File: src/rtl/frame_buffer_ctrl.sv
// Triple-buffer sequencer handing DDR frame bases to writer and reader.
// Optional macro FB_FREEZE_EN: freeze input holds the displayed buffer.
module frame_buffer_ctrl #(
    parameter logic [31:0] BUF0_ADDR = 32'h0100_0000,
    parameter logic [31:0] BUF1_ADDR = 32'h0110_0000,
    parameter logic [31:0] BUF2_ADDR = 32'h0120_0000,
    parameter int          CNT_WIDTH = 16
) (
    input  logic                 clk_100Mhz,
    input  logic                 rst,
    input  logic                 enable,
    input  logic                 writer_done,
    input  logic                 reader_vsync,
    input  logic                 freeze,
    output logic [1:0]           wr_idx,
    output logic [1:0]           rd_idx,
    output logic [31:0]          wr_base_addr,
    output logic [31:0]          rd_base_addr,
    output logic                 frame_valid,
    output logic [CNT_WIDTH-1:0] drop_count,
    output logic [CNT_WIDTH-1:0] repeat_count
);

    typedef enum logic [1:0] {
        IDLE       = 2'd0,
        WAIT_FIRST = 2'd1,
        RUN        = 2'd2
    } state_t;

    state_t               r_state;
    state_t               w_state_nx;
    logic [1:0]           r_wr_idx, w_wr_nx;
    logic [1:0]           r_rd_idx, w_rd_nx;
    logic [1:0]           r_lat_idx, w_lat_nx;
    logic                 r_new_flag, w_nf_nx;
    logic                 r_frame_valid, w_fv_nx;
    logic [CNT_WIDTH-1:0] r_drop, w_drop_nx;
    logic [CNT_WIDTH-1:0] r_rep, w_rep_nx;
    logic                 r_wd_d, r_vs_d;
    logic [31:0]          r_wr_addr, r_rd_addr;
    logic                 w_wd_ev, w_vs_ev;
    logic                 w_freeze;

`ifdef FB_FREEZE_EN
    assign w_freeze = freeze;
`else
    assign w_freeze = freeze & 1'b0;
`endif

    assign w_wd_ev = writer_done & ~r_wd_d;
    assign w_vs_ev = reader_vsync & ~r_vs_d;

    // Lowest buffer index that is neither a nor b.
    function automatic logic [1:0] f_free(
        input logic [1:0] a,
        input logic [1:0] b
    );
        if (a != 2'd0 && b != 2'd0)
            return 2'd0;
        else if (a != 2'd1 && b != 2'd1)
            return 2'd1;
        else
            return 2'd2;
    endfunction

    // Buffer index to DDR base address.
    function automatic logic [31:0] f_addr(input logic [1:0] idx);
        case (idx)
            2'd0:    return BUF0_ADDR;
            2'd1:    return BUF1_ADDR;
            default: return BUF2_ADDR;
        endcase
    endfunction

    // State register.
    always_ff @(posedge clk_100Mhz) begin
        if (rst)
            r_state <= IDLE;
        else
            r_state <= w_state_nx;
    end

    // Next-state and buffer rotation on writer/reader events.
    always_comb begin
        w_state_nx = r_state;
        w_wr_nx    = r_wr_idx;
        w_rd_nx    = r_rd_idx;
        w_lat_nx   = r_lat_idx;
        w_nf_nx    = r_new_flag;
        w_fv_nx    = r_frame_valid;
        w_drop_nx  = r_drop;
        w_rep_nx   = r_rep;
        if (!enable) begin
            w_state_nx = IDLE;
            w_wr_nx    = 2'd0;
            w_rd_nx    = 2'd2;
            w_lat_nx   = 2'd1;
            w_nf_nx    = 1'b0;
            w_fv_nx    = 1'b0;
            w_drop_nx  = '0;
            w_rep_nx   = '0;
        end else begin
            case (r_state)
                IDLE: w_state_nx = WAIT_FIRST;
                WAIT_FIRST: begin
                    if (w_wd_ev) begin
                        w_lat_nx   = r_wr_idx;
                        w_nf_nx    = 1'b1;
                        w_wr_nx    = f_free(r_rd_idx, r_wr_idx);
                        w_state_nx = RUN;
                    end
                end
                RUN: begin
                    if (w_wd_ev && r_new_flag && r_drop != '1)
                        w_drop_nx = r_drop + 1'b1;
                    if (w_wd_ev && w_vs_ev && !w_freeze) begin
                        w_lat_nx = r_wr_idx;
                        w_rd_nx  = r_wr_idx;
                        w_nf_nx  = 1'b0;
                        w_fv_nx  = 1'b1;
                        w_wr_nx  = f_free(r_wr_idx, r_wr_idx);
                    end else if (w_wd_ev) begin
                        w_lat_nx = r_wr_idx;
                        w_nf_nx  = 1'b1;
                        w_wr_nx  = f_free(r_rd_idx, r_wr_idx);
                    end else if (w_vs_ev && !w_freeze) begin
                        if (r_new_flag) begin
                            w_rd_nx = r_lat_idx;
                            w_nf_nx = 1'b0;
                            w_fv_nx = 1'b1;
                        end else if (r_rep != '1) begin
                            w_rep_nx = r_rep + 1'b1;
                        end
                    end
                end
                default: w_state_nx = IDLE;
            endcase
        end
    end

    // Index, flag, counter and address registers.
    always_ff @(posedge clk_100Mhz) begin
        if (rst) begin
            r_wr_idx      <= 2'd0;
            r_rd_idx      <= 2'd2;
            r_lat_idx     <= 2'd1;
            r_new_flag    <= 1'b0;
            r_frame_valid <= 1'b0;
            r_drop        <= '0;
            r_rep         <= '0;
            r_wd_d        <= 1'b0;
            r_vs_d        <= 1'b0;
            r_wr_addr     <= BUF0_ADDR;
            r_rd_addr     <= BUF2_ADDR;
        end else begin
            r_wr_idx      <= w_wr_nx;
            r_rd_idx      <= w_rd_nx;
            r_lat_idx     <= w_lat_nx;
            r_new_flag    <= w_nf_nx;
            r_frame_valid <= w_fv_nx;
            r_drop        <= w_drop_nx;
            r_rep         <= w_rep_nx;
            r_wd_d        <= enable & writer_done;
            r_vs_d        <= enable & reader_vsync;
            r_wr_addr     <= f_addr(w_wr_nx);
            r_rd_addr     <= f_addr(w_rd_nx);
        end
    end

    assign wr_idx       = r_wr_idx;
    assign rd_idx       = r_rd_idx;
    assign wr_base_addr = r_wr_addr;
    assign rd_base_addr = r_rd_addr;
    assign frame_valid  = r_frame_valid;
    assign drop_count   = r_drop;
    assign repeat_count = r_rep;

endmodule

File: config.mk
export PLATFORM = sky130hd
export DESIGN_NAME = frame_buffer_ctrl
export DESIGN_NICKNAME = d
export VERILOG_FILES = /design/src/rtl/frame_buffer_ctrl.sv
export SDC_FILE = /design/constraint.sdc
export NUM_CORES = 1
export LEC_CHECK = 0
export CELL_PAD_IN_SITES_DETAIL_PLACEMENT = 0
export CELL_PAD_IN_SITES_GLOBAL_PLACEMENT = 2
export CORE_AREA = 2 2 106 108
export CTS_BUF_LIST = sky130_fd_sc_hd__clkbuf_4 sky130_fd_sc_hd__clkbuf_8 sky130_fd_sc_hd__clkbuf_16
export DETAILED_ROUTE_END_ITERATION = 10
export DIE_AREA = 0 0 108 110
export GPL_TIMING_DRIVEN = 0
export PLACE_DENSITY = 0.86
export SETUP_SLACK_MARGIN = 0.15
export SLEW_MARGIN = 20
export SYNTH_ARGS = -nofsm -noshare
export SYNTH_HDL_FRONTEND = slang
export SYNTH_SLANG_ARGS = --single-unit
File: constraint.sdc
create_clock -name clk_100Mhz -period 5.3 [get_ports clk_100Mhz]
set_input_delay 0.795 -clock clk_100Mhz [delete_from_list [all_inputs] [get_ports clk_100Mhz]]
set_output_delay 0.795 -clock clk_100Mhz [all_outputs]
set_load 0.05 [all_outputs]
# Yosys cells after proc, flatten, opt, wreduce, memory -nomap -nowiden
# Cells that the tools add are included.
[op_classes]
n_addsub = 2
n_eq_ne = 11
mux = 30
bitwise = 11
n_reduce_logical = 19
[ops]
columns = ["op", "n"]
rows = [
  ["$pmux 22 s2", 2],
  ["$add 16x1->16 const B", 2],
  ["$mux 2", 16],
  ["$ne 16x16->1 const B", 2],
  ["$reduce_bool 2->1", 5],
  ["$mux 1", 8],
  ["$pmux 2 s2", 2],
  ["$not 1->1", 7],
  ["$eq 2x1->1 const B", 3],
  ["$logic_not 2->1", 3],
  ["$ne 2x1->1 const B", 3],
  ["$pmux 2 s3", 1],
  ["$reduce_and 6->1", 1],
  ["$logic_and 1x1->1", 5],
  ["$and 1x1->1", 4],
  ["$ne 4x4->1 const B", 1],
  ["$reduce_and 2->1", 2],
  ["$reduce_and 4->1", 1],
  ["$reduce_and 3->1", 1],
  ["$eq 2x2->1 const B", 1],
  ["$ne 2x2->1 const B", 1],
  ["$pmux 1 s2", 1],
  ["$reduce_or 2->1", 1],
]
[word_totals]
register_bits = 108
input_bits = 6
output_inout_bits = 101
word_cells = 85

# Longest topological paths before layout
# Gate-level depths: netlist (run 1).
[logic_depth]
depth_word = 10
depth_mapped = 9
mapped_depth_nobuf = 6

# Worst setup path after synthesis (run 1)
# OpenSTA, ideal clock, no wires.
[synth_timing]
path_type = "flip-flop to flip-flop"
start = "register r_drop[2] (netlist: drop_count[2])"
end = "register r_drop[13] (netlist: drop_count[13])"
setup_time_ns = 0.071
t_arrival_ns = 2.245
required_ns = 5.229
setup_slack_ns = 2.985
stages_incl_launch_ff = 6
n_path_buf = 1
path_cell_list = "dfxtp_1 nand4_1 or4_1 buf_2 or4_1 a21oi_1"
[synth_between]
elab_chain_len = 3
word_cells_on_any_way = 4
classes_between = "add/sub (1); eq/ne (1); reduce/logical (2)"
[synth_lines]
columns = ["item", "line_no", "rtl"]
rows = [
  ["from (decl)", "37", "logic [CNT_WIDTH-1:0] r_drop, w_drop_nx;"],
  ["from (signal assigned)", "161", "r_drop <= w_drop_nx;"],
  ["branches (longest 3 deep; another with $add 16x1->16)", "n/a", ""],
]
# Parallel ways; which one is timed is not known.
# A chain may end at the register's enable or synchronous reset.

# Worst setup path after layout (run 1)
[layout_timing]
start = "input reader_vsync"
end = "register r_rep[12] (netlist: repeat_count[12])"
[layout_between]
elab_chain_len = 4
[layout_lines]
columns = ["item", "line_no", "rtl"]
rows = [
  ["from (decl)", "13", "input logic reader_vsync,"],
  ["$and 1x1->1 *", "51", "assign w_vs_ev = reader_vsync & ~r_vs_d;"],
  ["$logic_and 1x1->1", "116", "if (w_wd_ev && w_vs_ev && !w_freeze) begin"],
  ["$not 1->1 (no source line)", "n/a", ""],
  ["$reduce_and 6->1 (no source line) *", "n/a", ""],
  ["to (signal assigned)", "162", "r_rep <= w_rep_nx;"],
  ["to (decl)", "38", "logic [CNT_WIDTH-1:0] r_rep, w_rep_nx;"],
]
# Mark *: on every way between the ends. The rest lies on a longest branch, timed or not.

==> results of run 1 <==
==> kinds of logic (layout without fill, tap and decap cells) <==
kind of cell,Yosys count,after routing,share of synthesized area (%)
AOI/OAI and AO/OA,72,72,16.19
xor gates and xnor gates,1,1,0.3064
adders and majority gates,5,5,2.188
buffers and inverters,84,137,19.08
DFF,48,48,33.61
muxes,11,11,3.895
other,2,60,0.2627
and+or+nand+nor,123,123,24.46
==> sequential cells by signal (all words and copies together), names as in the netlist <==
register / cells
r_state: 2
r_wd_d: 1
repeat_count: 16
rd_idx: 2
rd_base_addr: 2
drop_count: 16
frame_valid: 1
r_vs_d: 1
wr_base_addr: 2
r_new_flag: 1
r_lat_idx: 2
wr_idx: 2
==> layout by cell type (no fill, tap or decap), types with 3 or more instances in the layout <==
cell type and n:
nor3_1 8, nand3_1 11, o31ai_1 13, nor4_1 9
a21oi_1 28, nor2_1 16, or4_1 15, clkdlybuf4s50_1 45
o41ai_1 3, buf_4 60, conb_1 60, clkbuf_8 5
nand2_1 21, or3_1 9, nand3b_1 3, buf_2 4
inv_1 10, ha_1 5, o21ai_0 10, mux2i_1 10
dfxtp_1 48, clkbuf_1 9, and3_1 4, or2_2 7
o311ai_0 5, and2_1 3, nand4_1 7
==> metal layers <==
metal  vias to the layer above  GRT usage (%)
met4                         0          2.747
met2                        77          19.45
met5                         -              0
met3                         5          2.587
li1                       1371              -
met1                      1215          15.85
==> power by group <==
group	internal, mW	switching, mW
logic	0.0431	0.120
clock network	0.146	0.130
registers	0.363	0.00208
total	0.551	0.251
==> per-stage QoR <==
stage | hold slack (ps) | total power [mW] | instances | setup slack, ps | instance area [µm²]
finish | 503.6 | 0.8027 | 597 | 2526 | 3814
global route | 519.6 | 0.8361 | 597 | 2289 | 3814
CTS | 506.8 | 0.8108 | 597 | 2530 | 3814
detailed placement | 486.5 | 0.5341 | 589 | 2215 | 3702
global placement | 465.9 | 0.5336 | 589 | 2226 | 3702
floorplan | 455.5 | 0.5208 | 404 | 2985 | 3077
==> worst max path at each step <==
stage / to / startpoint / cells past startpoint / slack (ps)
3_5_place_dp: repeat_count[2] / writer_done / 7 / 2210
6_report: repeat_count[12] / reader_vsync / 7 / 2530
5_1_grt: repeat_count[2] / writer_done / 7 / 2290
2_1_floorplan: drop_count[13] / drop_count[2] / 5 / 2980
4_1_cts: repeat_count[2] / writer_done / 7 / 2530
3_3_place_gp: repeat_count[2] / writer_done / 7 / 2230
==> tightest hold or removal path, stage by stage, from the launching register on <==
cell and delay (ps):
dfxtp_1 350, nor2_1 50, nor2_1 70
==> area by class of cell <==
| class | instances | share of cell area, % |
|---|---|---|
| Sequential cell | 48 | 25.20 |
| Inverter | 10 | 0.9843 |
| Buffer | 74 | 13.32 |
| Multi-Input combinational cell | 272 | 41.17 |
| Tap cell | 140 | 4.593 |
| Timing Repair Buffer | 45 | 11.81 |
| Clock inverter | 2 | 0.9186 |
| Clock buffer | 6 | 2.001 |
==> results.sh, run 1 <==
export IMPL_status="completed"
export IMPL_top_layer="met4"
export IMPL_wl_met3_um=380
export IMPL_grt_max_degree=15
export IMPL_drtAntennaViolNets=0
export IMPL_wl_mm=7.093
export IMPL_finalSetupTns_ps=0
export IMPL_cts_sinks=48
export IMPL_die_w_um=108
export IMPL_fin_crit_ps=2774
export IMPL_min_period_over_period_pct=52.33
export IMPL_syn_inst=346
export IMPL_startpoint_type="input pin"
export IMPL_multi_input_area_um2=1570
export IMPL_io_pins=107
export IMPL_r2r_start="r_state[0]"
export IMPL_cts_post_setup_buffers_inserted=0
export IMPL_hold_path_endpoint="frame_valid"
export IMPL_power_leakage_nw=1.475
export IMPL_path_clk_slew_ps=90
export IMPL_synth_cell_type_count=46
export IMPL_track_usage_pct=11.81
export IMPL_layout_drive_gt1_share_pct=17.94
export IMPL_initial_utilization_pct=26.73
export IMPL_critPathArrivalTime_ps=2940
export IMPL_place_hpwl_mm=5.268
export IMPL_yosys_top_cells_area="dfxtp_1, buf_4, a21oi_1"
export IMPL_cts_root_buffer_cell="clkbuf_8"
export IMPL_fmax_mhz=360.5
export IMPL_fin_util_pct=35.65
export IMPL_areaGrowthSynthToFinish_pct=33.39
export IMPL_rsz0062_at_grt="false"
export IMPL_finalHoldViolCount=0
export IMPL_fin_skew_ps=15.42
export IMPL_remaining_drc_errors=0
export IMPL_dr_wl_met2_mm=3.250
export IMPL_critPathMaxStageDelay_ps=520
export IMPL_r2r_slack_ps=2820
export IMPL_synthArstFlopShare_pct=0
export IMPL_clock_latency_ps=310
export IMPL_cts_tree="yes"
export IMPL_grt_pass1_wl_mm=11.23
export IMPL_cts_repair_resized=0
export IMPL_finalSetupViolations=0
export IMPL_crit_buf_inv=3
export IMPL_cts_buffers=5
export IMPL_wl_per_cell_um=11.88
export IMPL_maxCapViolations=0
export IMPL_core_area_um2=10700
export IMPL_slew_viol_final=0
export IMPL_grt_pass1_vias=2369
export IMPL_nets=467
export IMPL_globalRouteOverflowTotal=0
export IMPL_ys_seq_elements=48
export IMPL_synth_edf_count=0
export IMPL_vdd_drop_max_mv=0.09969
export IMPL_synth_seq_area_share_pct=33.61
export IMPL_relSlewSlack_pct=59.02
export IMPL_yosysMostFrequentCell="buf_4"
export IMPL_hold_buffers=0
export IMPL_seqCellArea_um2=960.9
export IMPL_vias=2668
export IMPL_min_delay_path_depth=2
export IMPL_synth_commonest_cells="buf_4, dfxtp_1, a21oi_1"
export IMPL_rows=38
export IMPL_io_buffers=45
export IMPL_p_per_area_nw_per_um2=210.5
export IMPL_ys_warnings_count=0
export IMPL_avgSynthCellArea_um2=8.263
export IMPL_crit_slowest_cell="clkdlybuf4s50_1"
export IMPL_crit_chain="clkdlybuf4s50_1 > nand3b_1 > or3_1 > buf_2 > clkbuf_1 > o31ai_1 > a21oi_1"
export IMPL_drtIter0Drc=143
export IMPL_place_congestion=0.8219
export IMPL_firstDrtPassIters=4
export IMPL_h_tree_depth=2
export IMPL_m1WireLength_mm=3.412
export IMPL_dieArea_um2=11880
export IMPL_ys_flop_type="dfxtp_1"
export IMPL_worst_slew_pin_slew_ps=614.7
export IMPL_r2r_end="repeat_count[12]"
export IMPL_path_max_fanout=10
export IMPL_syn_cell_area_um2=2859
export IMPL_cts_max_path_buffers=2
export IMPL_diodes=0
export IMPL_cp_top_family="buffers and inverters"
export IMPL_nFillCells=1141
export IMPL_path_class="in -> reg"
export IMPL_antenna_found_initial=0
export IMPL_rr_worst_depth=9
export IMPL_hold_path_class="reg -> reg"
export IMPL_drt_vias_per_instance=4.469
export IMPL_end_kind="register"
export IMPL_cp_required_ps=5470
export IMPL_hold_path_startpoint="frame_valid"
export IMPL_synth_top_area_share_pct=33.61
export IMPL_die_h_um=110
export IMPL_synth_largest_area_cell="dfxtp_1"
Note: power is estimated with default switching activity, not from simulation.
==> inputs of run 2 (changes only) <==
Settings changed: CORE_AREA 2 2 106 108 to 2 2 110 112, DIE_AREA 0 0 108 110 to 0 0 112 114, PLACE_DENSITY 0.86 to 0.8.
Clock period 5.3 ns to 2.7 ns, I/O delays scaled along.
==> run 2 against run 1 <==
Final cell count up 1.3%. Largest power group unchanged. Sequential cell count is the same. Critical endpoint is now repeat_count[15]. Sequential power up 96%.
==> results.sh, run 2 (synthesis gave the netlist of run 1 again) <==
export IMPL_status="completed"
export IMPL_vdd_drop_max_mv=0.2618
export IMPL_cts_root_buffer_cell="clkbuf_16"
export IMPL_wl_mm=7.193
export IMPL_critPathMaxStageDelay_ps=440
export IMPL_remaining_drc_errors=0
export IMPL_place_congestion=0.8276
export IMPL_rows=40
export IMPL_maxCapViolations=0
export IMPL_finalHoldViolCount=0
export IMPL_diodes=0
export IMPL_hold_buffers=0
export IMPL_total_power_mw=1.671
export IMPL_place_hpwl_mm=5.528
export IMPL_h_tree_depth=2
export IMPL_cts_buffers=5
export IMPL_r2r_end="repeat_count[15]"
export IMPL_path_max_fanout=10
export IMPL_rsz0062_at_grt="true"
export IMPL_p_per_area_nw_per_um2=431.2
export IMPL_core_area_um2=11710
export IMPL_fin_crit_ps=2391
export IMPL_drtIter0Drc=113
export IMPL_slew_viol_final=0
export IMPL_r2r_slack_ps=310
export IMPL_areaGrowthSynthToFinish_pct=35.54
export IMPL_crit_chain="inv_1 > ha_1 > buf_2 > nand3b_1 > or3_1 > buf_2 > nor4_1 > mux2_2"
export IMPL_die_h_um=114
export IMPL_cp_required_ps=2870
export IMPL_io_pins=107
export IMPL_min_period_over_period_pct=88.57
export IMPL_track_usage_pct=10.74
export IMPL_crit_slowest_cell="or3_1"
export IMPL_worst_slack_ps=308.6
export IMPL_critPathLaunch="r_state[0]"
export IMPL_cts_tree="yes"
export IMPL_layout_cells_most_common="buf_4"
export IMPL_antenna_found_initial=0
export IMPL_grt_max_degree=15
export IMPL_rr_worst_depth=8
export IMPL_initial_utilization_pct=24.41
export IMPL_worst_slew_pin_slew_ps=788.9
export IMPL_path_clk_slew_ps=70
export IMPL_finalSetupViolations=0
export IMPL_end_kind="register"
export IMPL_final_cell_mix="buf_4, conb_1, dfxtp_1"
export IMPL_drtAntennaViolNets=0
export IMPL_grt_pass1_vias=2307
export IMPL_fin_skew_ps=7.650
export IMPL_clock_latency_ps=290
export IMPL_dieArea_um2=12770
export IMPL_r2r_start="r_state[0]"
export IMPL_drt_vias_per_instance=4.375
export IMPL_grt_pass1_wl_mm=11.32
export IMPL_cts_max_path_buffers=2
export IMPL_path_class="reg -> reg"
export IMPL_startpoint_type="register"
export IMPL_fmax_mhz=418.2
export IMPL_cp_depth=8
export IMPL_layout_drive_gt1_share_pct=18.56
export IMPL_endpoint="repeat_count[15]"
export IMPL_power_leakage_nw=1.498
export IMPL_cpMostUsedCell="buf_2"
export IMPL_hold_path_startpoint="repeat_count[6]"
export IMPL_io_buffers=45
export IMPL_cp_top_family="simple AND/OR/NAND/NOR gates"
export IMPL_dpl_worst_slack_ps=-6.272
export IMPL_cts_sinks=48
export IMPL_vias=2647
export IMPL_hold_path_class="reg -> reg"
export IMPL_crit_buf_inv=3
export IMPL_globalRouteOverflowTotal=0
export IMPL_firstDrtPassIters=4
export IMPL_die_w_um=112
export IMPL_relSlewSlack_pct=46.92
export IMPL_wl_per_cell_um=11.89
export IMPL_fin_util_pct=33.09
export IMPL_critPathArrivalTime_ps=2560
export IMPL_nets=468
[run 2: cell type report]
| type | instances | area, µm² |
|---|---|---|
| buffer | 74 | 509.2 |
| clock buffer | 7 | 140.1 |
| multi-input combinational | 272 | 1577 |
| fill | 1279 | 7836 |
| inverter | 10 | 37.54 |
| timing repair buffer | 46 | 457.9 |
| tap | 147 | 183.9 |
| sequential | 48 | 960.9 |
| clock inverter | 1 | 8.758 |
[run 2: worst min-delay path: stages (launching register included)]
cell,delay (ps)
dfxtp_1,340
o31ai_1,70
a21oi_1,50
[run 2: report_power, final]
group	internal, mW	switching [mW]	total (mW)
logic	0.0848	0.235	0.319
clock network	0.366	0.269	0.636
registers	0.712	0.00395	0.716
[run 2: timing repair]
| item | CTS | global route |
|---|---|---|
| resized for setup | 0 | 3 |
| hold endpoints to repair | 0 | 0 |
| buffers inserted | 0 | 1 |
| endpoints found under the setup margin | 0 | 9 |
[run 2: worst min path at each step]
stage	end	slack (ps)	depth (start not counted)
global placement	r_lat_idx[0]	470	2
CTS	repeat_count[6]	500	2
floorplan	r_lat_idx[0]	460	2
finish	repeat_count[6]	510	2
detailed placement	repeat_count[6]	490	2
global route	repeat_count[6]	530	2
[run 2: routing by layer]
metal / share of wire, % / GRT usage (%) / vias up / routed length [µm]
li1: - / - / 1368 / -
met2: 45 / 17.74 / 72 / 3263
met1: 49 / 14.41 / 1203 / 3520
met3: 5.0 / 2.444 / 4 / 361
met5: 0 / 0 / - / 0
met4: 0.67 / 2.439 / 0 / 48
[run 2: stage by stage]
step / cell area (µm²) / hold slack, ps / std cells / TNS [ps]
after floorplan: 3077 / 455.5 / 404 / 0
after global placement: 3711 / 469.7 / 596 / 0
after detailed placement: 3711 / 490.0 / 596 / -6.272
after CTS: 3860 / 501.9 / 604 / 0
after global routing: 3875 / 525.2 / 605 / 0
final: 3875 / 505.8 / 605 / 0
==> inputs of run 3 (changes only) <==
==> constraint.sdc (replaced) <==
create_clock -name clk_100Mhz -period 2.7 [get_ports clk_100Mhz]
set_input_delay 0.405 -clock clk_100Mhz [delete_from_list [all_inputs] [get_ports clk_100Mhz]]
set_output_delay 0.405 -clock clk_100Mhz [all_outputs]
set_load 0.005 [all_outputs]
==> results of run 3 <==
The final DEF is identical to that of run 2. Status: completed.
Among the figures that moved: total power 1.671 mW -> 1.501 mW; worst IR drop on VDD 0.2618 mV -> 0.2590 mV
